$ cat src/rtl/scd_pkg.sv
// -----------------------------------------------------------------------------
// scd_pkg -- shared CRAM field definitions for the shift-count / exponent
// datapath (SCD).
//
// Contents:
//   scada_sel_e  SCAD A operand source
//   scadb_sel_e  SCAD B operand source
//   scad_op_e    SCAD function
//   sc_sel_e     SC register action
//   magic_sext   sign-extend the 9-bit CRAM magic field to SCAD width
//   ar_exponent  extract the exponent of a floating AR as a 10-bit signed value
//
// Bit numbering follows the PDP-10 convention throughout: bit 0 is the MSB.
// -----------------------------------------------------------------------------
package scd_pkg;

  localparam int SCAD_W  = 10;
  localparam int MAGIC_W = 9;

  // Threshold for the "shift count is at least one full word" decode.
  localparam logic [0:SCAD_W-1] SC_WORD_BITS = 10'd36;

  typedef enum logic [1:0] {
    SCADA_FE     = 2'b00,
    SCADA_AR_POS = 2'b01,
    SCADA_AR_EXP = 2'b10,
    SCADA_MAGIC  = 2'b11
  } scada_sel_e;

  typedef enum logic [1:0] {
    SCADB_SC      = 2'b00,
    SCADB_AR_SIZE = 2'b01,
    SCADB_AR_HI   = 2'b10,
    SCADB_MAGIC   = 2'b11
  } scadb_sel_e;

  typedef enum logic [2:0] {
    SCAD_A   = 3'b000,
    SCAD_ADD = 3'b001,
    SCAD_SUB = 3'b010,
    SCAD_INC = 3'b011,
    SCAD_DEC = 3'b100,
    SCAD_OR  = 3'b101,
    SCAD_AND = 3'b110,
    SCAD_B   = 3'b111
  } scad_op_e;

  typedef enum logic [1:0] {
    SC_HOLD      = 2'b00,
    SC_LOAD_SCAD = 2'b01,
    SC_COUNT     = 2'b10,
    SC_LOAD_AR   = 2'b11
  } sc_sel_e;

  function automatic logic [0:SCAD_W-1] magic_sext(input logic [0:MAGIC_W-1] magic);
    return {magic[0], magic};
  endfunction

  // A negative floating AR holds its exponent in ones-complement form, so the
  // field is inverted under the sign before being sign-extended.
  function automatic logic [0:SCAD_W-1] ar_exponent(input logic [0:8] ar_hi);
    return {ar_hi[0], ar_hi[0], ar_hi[1:8] ^ {8{ar_hi[0]}}};
  endfunction

endpackage

$ cat src/rtl/scad_alu.sv
// -----------------------------------------------------------------------------
// scad_alu -- 10-bit shift-count adder. Purely combinational; all arithmetic
// is two's complement modulo 1024 with the carry out discarded.
//
// Ports:
//   a_i       in  10  A operand
//   b_i       in  10  B operand
//   op_i      in  3   SCAD function (scad_op_e)
//   result_o  out 10  SCAD result
// -----------------------------------------------------------------------------
module scad_alu
  import scd_pkg::*;
(
  input  logic [SCAD_W-1:0] a_i,
  input  logic [SCAD_W-1:0] b_i,
  input  scad_op_e          op_i,
  output logic [SCAD_W-1:0] result_o
);

  always_comb begin
    // NOTE: default assignment first so no path through the case leaves
    // result_o unassigned, which would infer a latch.
    result_o = a_i;
    case (op_i)
      SCAD_A:   result_o = a_i;
      SCAD_ADD: result_o = a_i + b_i;
      SCAD_SUB: result_o = a_i - b_i;
      SCAD_INC: result_o = a_i + 10'd1;
      SCAD_DEC: result_o = a_i - 10'd1;
      SCAD_OR:  result_o = a_i | b_i;
      SCAD_AND: result_o = a_i & b_i;
      SCAD_B:   result_o = b_i;
      default:  result_o = a_i;
    endcase
  end

endmodule

$ cat src/rtl/scd.sv
// -----------------------------------------------------------------------------
// scd -- shift count / floating exponent datapath.
//
// Holds the shift counter SC and floating exponent FE, drives the SCAD adder
// from CRAM-selected operands, and feeds the EDP ARL mux through ARMM.
//
// Ports:
//   eboxClk        in  1   clock, rising edge
//   eboxReset      in  1   asynchronous active-high reset
//   SCADA_SEL      in  2   SCAD A source (scada_sel_e)
//   SCADB_SEL      in  2   SCAD B source (scadb_sel_e)
//   SCAD_OP        in  3   SCAD function (scad_op_e)
//   SC_SEL         in  2   SC action (sc_sel_e)
//   FE_LOAD        in  1   load FE from SCAD
//   ARMM_SEL       in  1   0: MAGIC / VMA section, 1: SCAD / zero
//   MAGIC          in  9   CRAM magic field
//   EDP_AR         in  36  AR from EDP
//   VMA_section    in  5   VMA section, bits 13:17
//   SCD_SC         out 10  shift count register
//   SCD_FE         out 10  floating exponent register
//   SCD_SCAD       out 10  combinational SCAD result
//   SCD_ARMMupper  out 9   ARL mux bits 0:8
//   SCD_ARMMlower  out 5   ARL mux bits 13:17
//   SCD_SCneg      out 1   SC negative
//   SCD_SCge36     out 1   SC non-negative and >= 36
//   SCD_loopDone   out 1   one-cycle pulse after counting through zero
// -----------------------------------------------------------------------------
module scd
  import scd_pkg::*;
(
  input  logic                eboxClk,
  input  logic                eboxReset,
  input  logic [1:0]          SCADA_SEL,
  input  logic [1:0]          SCADB_SEL,
  input  logic [2:0]          SCAD_OP,
  input  logic [1:0]          SC_SEL,
  input  logic                FE_LOAD,
  input  logic                ARMM_SEL,
  input  logic [0:MAGIC_W-1]  MAGIC,
  input  logic [0:35]         EDP_AR,
  input  logic [13:17]        VMA_section,
  output logic [0:SCAD_W-1]   SCD_SC,
  output logic [0:SCAD_W-1]   SCD_FE,
  output logic [0:SCAD_W-1]   SCD_SCAD,
  output logic [0:8]          SCD_ARMMupper,
  output logic [13:17]        SCD_ARMMlower,
  output logic                SCD_SCneg,
  output logic                SCD_SCge36,
  output logic                SCD_loopDone
);

  scada_sel_e a_sel;
  scadb_sel_e b_sel;
  scad_op_e   scad_op;
  sc_sel_e    sc_sel;

  assign a_sel   = scada_sel_e'(SCADA_SEL);
  assign b_sel   = scadb_sel_e'(SCADB_SEL);
  assign scad_op = scad_op_e'(SCAD_OP);
  assign sc_sel  = sc_sel_e'(SC_SEL);

  logic [0:SCAD_W-1] sc_q, sc_d;
  logic [0:SCAD_W-1] fe_q, fe_d;
  logic              loop_done_q, loop_done_d;

  logic [0:SCAD_W-1] scad_a, scad_b, scad;

  // AR bits 12:17 and 19:26 are not consumed by this block.
  logic unused_ar;
  assign unused_ar = ^{EDP_AR[12:17], EDP_AR[19:26]};

  // ---------------------------------------------------------------------------
  // Operand selection
  // ---------------------------------------------------------------------------
  always_comb begin
    scad_a = fe_q;
    case (a_sel)
      SCADA_FE:     scad_a = fe_q;
      SCADA_AR_POS: scad_a = {4'b0, EDP_AR[0:5]};
      SCADA_AR_EXP: scad_a = ar_exponent(EDP_AR[0:8]);
      SCADA_MAGIC:  scad_a = magic_sext(MAGIC);
      default:      scad_a = fe_q;
    endcase
  end

  always_comb begin
    scad_b = sc_q;
    case (b_sel)
      SCADB_SC:      scad_b = sc_q;
      SCADB_AR_SIZE: scad_b = {4'b0, EDP_AR[6:11]};
      SCADB_AR_HI:   scad_b = {1'b0, EDP_AR[0:8]};
      SCADB_MAGIC:   scad_b = magic_sext(MAGIC);
      default:       scad_b = sc_q;
    endcase
  end

  scad_alu u_scad_alu (
    .a_i      (scad_a),
    .b_i      (scad_b),
    .op_i     (scad_op),
    .result_o (scad)
  );

  // ---------------------------------------------------------------------------
  // Next-state logic
  // ---------------------------------------------------------------------------
  always_comb begin
    sc_d = sc_q;
    case (sc_sel)
      SC_HOLD:      sc_d = sc_q;
      SC_LOAD_SCAD: sc_d = scad;
      SC_COUNT:     sc_d = sc_q - 10'd1;    // wraps 0000 -> 1777
      SC_LOAD_AR:   sc_d = {EDP_AR[18], EDP_AR[27:35]};
      default:      sc_d = sc_q;
    endcase
  end

  // FE and SC load independently, so both take the same SCAD value when
  // FE_LOAD and SC_SEL=load-SCAD coincide.
  assign fe_d        = FE_LOAD ? scad : fe_q;
  assign loop_done_d = (sc_sel == SC_COUNT) && (sc_q == '0);

  always_ff @(posedge eboxClk or posedge eboxReset) begin
    // NOTE: non-blocking assignments keep every register sampling the
    // pre-edge values, independent of statement order.
    if (eboxReset) begin
      sc_q        <= '0;
      fe_q        <= '0;
      loop_done_q <= 1'b0;
    end else begin
      sc_q        <= sc_d;
      fe_q        <= fe_d;
      loop_done_q <= loop_done_d;
    end
  end

  // ---------------------------------------------------------------------------
  // Outputs
  // ---------------------------------------------------------------------------
  assign SCD_SC       = sc_q;
  assign SCD_FE       = fe_q;
  assign SCD_SCAD     = scad;
  assign SCD_loopDone = loop_done_q;

  assign SCD_SCneg  = sc_q[0];
  assign SCD_SCge36 = !sc_q[0] && (sc_q >= SC_WORD_BITS);

  // Combinational so the EDP can capture ARMM in the same cycle.
  assign SCD_ARMMupper = ARMM_SEL ? scad[1:9] : MAGIC;
  assign SCD_ARMMlower = ARMM_SEL ? 5'b0      : VMA_section;

endmodule

$ cat config.mk
export PLATFORM = sky130hd
export DESIGN_NAME = scd
export DESIGN_NICKNAME = d
export VERILOG_FILES = /design/src/rtl/scd_pkg.sv /design/src/rtl/scad_alu.sv /design/src/rtl/scd.sv
export SDC_FILE = /design/constraint.sdc
export NUM_CORES = 1
export LEC_CHECK = 0
export CELL_PAD_IN_SITES_DETAIL_PLACEMENT = 0
export CELL_PAD_IN_SITES_GLOBAL_PLACEMENT = 1
export CORE_MARGIN = 4
export CORE_UTILIZATION = 45
export CTS_CLUSTER_DIAMETER = 50
export CTS_CLUSTER_SIZE = 40
export DETAILED_ROUTE_END_ITERATION = 12
export DONT_BUFFER_PORTS = 1
export GPL_TIMING_DRIVEN = 0
export PLACE_DENSITY = 0.86
export SKIP_CTS_REPAIR_TIMING = 1
export SLEW_MARGIN = 5
export SYNTH_ARGS = -nofsm -noshare
export SYNTH_HDL_FRONTEND = slang
export SYNTH_SLANG_ARGS = --single-unit
$ cat constraint.sdc
create_clock -name eboxClk -period 8.9 [get_ports eboxClk]
set_input_delay 1.335 -clock eboxClk [delete_from_list [all_inputs] [get_ports eboxClk]]
set_output_delay 1.335 -clock eboxClk [all_outputs]
set_load 0.01 [all_outputs]
==> results of run 1 <==
worst min path at each step:
| stage | start | end | slack, ps | cells after the start |
|---|---|---|---|---|
| after floorplan | SCD_SC[0] | SCD_loopDone | 560 | 1 |
| after global placement | SCD_FE[8] | SCD_FE[8] | 590 | 1 |
| after detailed placement | SCD_FE[8] | SCD_FE[8] | 600 | 1 |
| after CTS | SCD_FE[8] | SCD_FE[8] | 610 | 1 |
| after global routing | SCD_FE[2] | SCD_FE[2] | 640 | 1 |
| final | SCD_FE[8] | SCD_FE[8] | 610 | 1 |
cell families (layout without fill, tap and decap cells):
family	count (synthesis)	in the layout	synth area share
mux	41	41	0.196
xor+xnor	29	29	0.0876
compound gates	104	104	0.220
fa+ha+maj	13	13	0.0587
buf+inv	41	45	0.0570
flops	21	21	0.181
simple gates	120	120	0.199
cell usage in the layout (no fill, tap or decap), types with 2 or more instances in the layout:
master / n
a211oi_1: 3
a21o_1: 4
a21oi_1: 35
a221oi_1: 2
a31oi_1: 4
and3_1: 3
buf_1: 2
clkbuf_1: 20
clkbuf_8: 3
dfrtp_1: 21
ha_1: 12
inv_1: 17
mux2_2: 15
mux2i_1: 15
mux4_1: 2
mux4_2: 8
nand2_1: 25
nand2b_1: 4
nand3_1: 8
nor2_1: 44
nor2b_1: 7
nor3_1: 11
nor3b_1: 4
nor4_1: 4
o21a_1: 3
o21ai_0: 22
o22ai_1: 12
o2bb2ai_1: 2
o31a_1: 3
o31ai_1: 2
o32ai_1: 2
or2_2: 4
xnor2_1: 18
xor2_1: 11
layer usage:
| metal | vias up | wire (µm) | track usage |
|---|---|---|---|
| met5 | - | 0 | 0 |
| met4 | 0 | 119 | 0.0632 |
| met3 | 12 | 633 | 0.0419 |
| met2 | 107 | 4800 | 0.433 |
| met1 | 1372 | 3620 | 0.284 |
| li1 | 1349 | - | - |
cell type report:
type | count | share of cell area
tap | 75 | 0.0309
sequential | 21 | 0.173
clock buffer | 4 | 0.0148
buffer | 23 | 0.0321
multi-input combinational | 307 | 0.727
inverter | 18 | 0.0222
per-stage QoR:
stage	instance area (µm²)	power (µW)	setup WS, ps	hold slack, ps	util
2_1_floorplan	2900	425	3270	559	-
3_3_place_gp	2990	494	2560	595	0.491
3_5_place_dp	2990	502	2570	596	0.491
4_1_cts	3040	565	2550	613	0.498
5_1_grt	3040	611	2230	640	0.498
6_report	3040	567	2510	613	0.498
power groups by stage:
| stage | sequential (µW) | clock, µW | combinational [µW] |
|---|---|---|---|
| after floorplan | 160 | 0 | 265 |
| after global placement | 174 | 0 | 320 |
| after detailed placement | 175 | 0 | 327 |
| after CTS | 173 | 61.9 | 330 |
| after global routing | 177 | 64.7 | 369 |
| final | 172 | 61.0 | 335 |
registers in the layout, indices dropped and copies added, names as in the netlist:
signal / count
SCD_loopDone: 1
SCD_SC: 10
SCD_FE: 10
worst register-to-register path, stage by stage, from the launching register on:
cell	delay, ps
dfrtp_1	470
mux4_1	610
or2_1	300
nor4_4	300
xnor2_1	170
o22ai_1	100
ha_1	260
or3_1	380
o22ai_1	120
a31oi_1	90
a21o_1	220
a21oi_1	210
xnor2_1	170
xnor2_1	80
o31a_1	390
mux2_4	290
cell usage after synthesis (all sizes together) (3+ instances only):
master	number	area share
a211oi	3	0.0078
a21o	4	0.010
a21oi	35	0.060
a31oi	4	0.0086
and3	3	0.0065
buf	4	0.0091
clkbuf	19	0.025
dfrtp	21	0.18
ha	12	0.052
inv	17	0.022
mux2	16	0.063
mux2i	15	0.052
mux4	10	0.080
nand2	25	0.032
nand2b	4	0.0086
nand3	8	0.014
nor2	44	0.057
nor2b	7	0.015
nor3	11	0.019
nor3b	4	0.010
nor4	5	0.016
o21a	3	0.0078
o21ai	23	0.040
o22ai	12	0.026
o31a	3	0.0091
or2	5	0.011
xnor2	18	0.054
xor2	11	0.033
==> flow_summary.json, run 1 <==
{
  "status": "finished clean",
  "cts_buffers": 3,
  "synth_area_um2": 2900,
  "coreArea_um2": 6100,
  "skew_ps": 1.05,
  "path_depth": 16,
  "clockBufferDepth": 2,
  "cts_tree": "yes",
  "start_kind": "input pin",
  "hpwl_um": 7550,
  "worstPathRequired_ps": 7570,
  "grt_pass1_vias": 2816,
  "synth_edf_count": 0,
  "place.port_buffers": 0,
  "dieArea_um2": 7790,
  "diodes": 0,
  "worstPathBufferInverterCount": 3,
  "drc_errors": 0,
  "rsz0062_at_grt": "false",
  "hold_viol": 0,
  "switchingPower_uw": 273,
  "synthCells": 369,
  "grt_usage": 0.237,
  "leakagePower_uw": 0.00122,
  "num_io_pins": 110,
  "regToRegEndpoint": "SCD_FE[0]",
  "max_stage_delay_ps": 460,
  "ant_nets": 0,
  "synth_ff_type": "dfrtp_1",
  "gp_congestion": 0.916,
  "fmax_mhz": 156,
  "seq_power_share": 0.303,
  "synth.distinct_cells": 54,
  "antenna_found_initial": 0,
  "h-tree-depth": 1,
  "placed_cells": 444,
  "die_h_um": 88.2,
  "synth_fp_nets": 445,
  "wirelength_um": 9170,
  "instances_no_fill": 448,
  "via_per_inst": 6.34,
  "seq_area_frac_synth": 0.181,
  "drt_pass1_iterations": 6,
  "power.density_nw_per_um2": 187,
  "criticalPathCategory": "input pin to primary output",
  "root_buffer": "clkbuf_8",
  "internal_power_uw": 295,
  "syn_avg_cell_area_um2": 7.85,
  "multi_input_area_um2": 2210,
  "r2r_setup_slack_ps": 4650,
  "r2r_start": "SCD_SC[9]",
  "cpMaxStageDelayCell": "nor2_1",
  "drive_gt1_frac": 0.0912,
  "final.period_utilization": 0.718,
  "worst_pin_slew_ps": 889,
  "ys_ff_latch": 21,
  "vias": 2840,
  "crit_path_end_kind": "primary output",
  "clk_pin_slew_ps": 70,
  "path_max_fanout": 10,
  "crit_arrival_ps": 5060,
  "wl_per_cell_um": 20.5,
  "seqCellArea_um2": 526,
  "vdd_drop_max_v": 0.000141,
  "grt_pass1_wl_um": 14400,
  "crit_start": "SCAD_OP[2]",
  "path_common_cell": "o21ai_0",
  "fill_cells": 618,
  "rows": 28,
  "synth_warnings": 0,
  "insertion_delay_ps": 260,
  "clockPowerShare": 0.107,
  "initial_core_util": 0.475,
  "pwr-share-comb": 0.590,
  "ys_async_sr_fraction": 1.00,
  "crit_family": "compound AO/OA/AOI/OAI gates",
  "post-route-min-period_ps": 6390,
  "reg2regPathDepth": 15,
  "gr-total-overflow": 0,
  "drv_slew": 0,
  "syn_to_final_growth_pct": 4.79,
  "nNetsFinal": 450,
  "endpoint": "SCD_ARMMupper[2]",
  "maxSlewHeadroom": 0.405,
  "sw_frac_of_total": 0.480,
  "path_cells": "clkbuf_1 > inv_1 > nor2_1 > clkbuf_1 > a21oi_1 > o22a_1 > fa_1 > nor2b_1 > o21ai_0 > a21boi_1 > o21ai_0 > nand2b_1 > xnor2_1 > o21ai_0 > a21o_1 > mux2_2",
  "die_w_um": 88.2,
  "cap_violations": 0,
  "grt_max_degree": 22,
  "first_iter_violations": 234,
  "setup_tns_ps": 0,
  "cts.sinks": 21,
  "hold_class": "flip-flop to flip-flop",
  "setup_viol": 0
}
Power figures use the tool's default switching activity.
==> run 2: changes to the inputs <==
CORE_UTILIZATION = 42   (was 45)
PLACE_DENSITY = 0.84   (was 0.86)
clock period = 5.2 ns   (was 8.9 ns; I/O delays follow)
==> run 2 against run 1 <==
Sequential share of layout area fell by 0.13 points. Final cell count rose by 1.1%. Routed wire length fell by 0.65%. Critical path depth fell by 2. Sequential power rose by 72%. Clock-buffer cell count did not move. Power rose by 71%. Cell area rose by 0.74%. Core utilization fell by 4.5 points. Combinational power rose by 70%. Via count fell by 0.14%. Register-to-register slack got worse by 3700 ps.
==> flow_summary.json, run 2 (same netlist as run 1, synthesis figures left out) <==
{
  "start_kind": "input pin",
  "drv_slew": 0,
  "place.port_buffers": 0,
  "report.power.total_uw": 970,
  "vdd_drop_max_v": 0.000204,
  "leakagePower_uw": 0.00124,
  "drc_errors": 0,
  "grt_usage": 0.213,
  "coreArea_um2": 6760,
  "skew_ps": 4.07,
  "final_common_cell": "nor2_1",
  "worst_pin_slew_ps": 982,
  "power.density_nw_per_um2": 317,
  "criticalPathCategory": "input pin to primary output",
  "clk_pin_slew_ps": 70,
  "first_iter_violations": 265,
  "cts_tree": "yes",
  "syn_to_final_growth_pct": 5.57,
  "setup_viol": 0,
  "insertion_delay_ps": 260,
  "vias": 2836,
  "gp_congestion": 0.901,
  "grt_pass1_wl_um": 14500,
  "dieArea_um2": 8290,
  "layout_common_cells": "nor2_1 (43), a21oi_1 (35), nand2_1 (25)",
  "clockPowerShare": 0.106,
  "die_w_um": 91.1,
  "ant_nets": 0,
  "sw_frac_of_total": 0.478,
  "hpwl_um": 7610,
  "gr-total-overflow": 0,
  "final.period_utilization": 0.950,
  "diodes": 0,
  "rsz0062_at_grt": "false",
  "root_buffer": "clkbuf_8",
  "cts.sinks": 21,
  "wl_per_cell_um": 20.1,
  "status": "finished clean",
  "initial_core_util": 0.429,
  "path_max_fanout": 10,
  "rows": 30,
  "drive_gt1_frac": 0.115,
  "wirelength_um": 9110,
  "fmax_mhz": 202,
  "seq_power_share": 0.304,
  "crit_path_end_kind": "primary output",
  "worstPathRequired_ps": 4420,
  "switchingPower_uw": 464,
  "cap_violations": 0,
  "pwr-share-comb": 0.589,
  "via_per_inst": 6.26,
  "grt_max_degree": 22,
  "crit_arrival_ps": 4160,
  "hold_viol": 0,
  "cts_buffers": 3,
  "fin_ws_ps": 261,
  "post-route-min-period_ps": 4940,
  "die_h_um": 91.1,
  "grt_pass1_vias": 2802,
  "place_ws_ps": -62.1,
  "drt_pass1_iterations": 4,
  "antenna_found_initial": 0,
  "maxSlewHeadroom": 0.343,
  "num_io_pins": 110,
  "clockBufferDepth": 2,
  "internal_power_uw": 506,
  "h-tree-depth": 1,
  "nNetsFinal": 450,
  "hold_class": "input pin to async pin"
}
[run 2: power groups by stage]
stage | Combinational [µW] | Clock (µW) | Sequential (µW)
after floorplan | 454 | 0 | 273
after global placement | 547 | 0 | 297
after detailed placement | 561 | 0 | 299
after CTS | 564 | 106 | 295
after global routing | 629 | 111 | 305
final | 571 | 103 | 295
[run 2: final cells by class]
type / instances / area (µm²)
fill: 711 / 3700
multi-input combinational: 307 / 2210
sequential: 21 / 526
buffer: 23 / 106
tap: 80 / 100
inverter: 18 / 67.6
clock buffer: 4 / 45.0
[run 2: metal layers]
layer | up-vias | global-route usage | part of all wire
li1 | 1352 | - | -
met3 | 14 | 0.0431 | 0.072
met1 | 1352 | 0.245 | 0.39
met2 | 118 | 0.392 | 0.52
met5 | - | 0 | 0
met4 | 0 | 0.0666 | 0.017
[run 2: final timing paths]
kind | cells past startpoint | start | end | slack [ps]
setup / recovery | 14 | SCADB_SEL[0] | SCD_SCAD[0] | 260
setup reg to reg | 17 | SCD_SC[8] | SCD_FE[0] | 1000
min in group eboxClk | 1 | SCD_FE[8] | SCD_FE[8] | 620
hold reg to reg | 1 | SCD_FE[8] | SCD_FE[8] | 620
max in group asynchronous | 1 | eboxReset | SCD_FE[5] | 4160
hold / removal | 1 | eboxReset | SCD_SC[4] | 550
[run 2: worst max-delay path, stage by stage]
cell and delay [ps]:
clkbuf_1 320, mux4_2 470, nor4_4 440, xnor2_1 160, o22ai_1 100, ha_1 240, or3_1 370, o22ai_1 110
a31oi_1 100, a21o_1 220, a21oi_1 220, xnor2_1 160, xnor2_1 90, o31a_1 370
[run 2: metrics by stage]
| step | instances | area (µm²) | hold slack, ps | util | setup TNS [ps] |
|---|---|---|---|---|---|
| final | 453 | 3060 | 553 | 0.453 | 0 |
| after floorplan | 369 | 2900 | 559 | - | 0 |
| after global routing | 453 | 3060 | 609 | 0.453 | 0 |
| after detailed placement | 449 | 3000 | 601 | 0.444 | -93.2 |
| after global placement | 449 | 3000 | 595 | 0.444 | 0 |
| after CTS | 453 | 3040 | 572 | 0.450 | -145 |
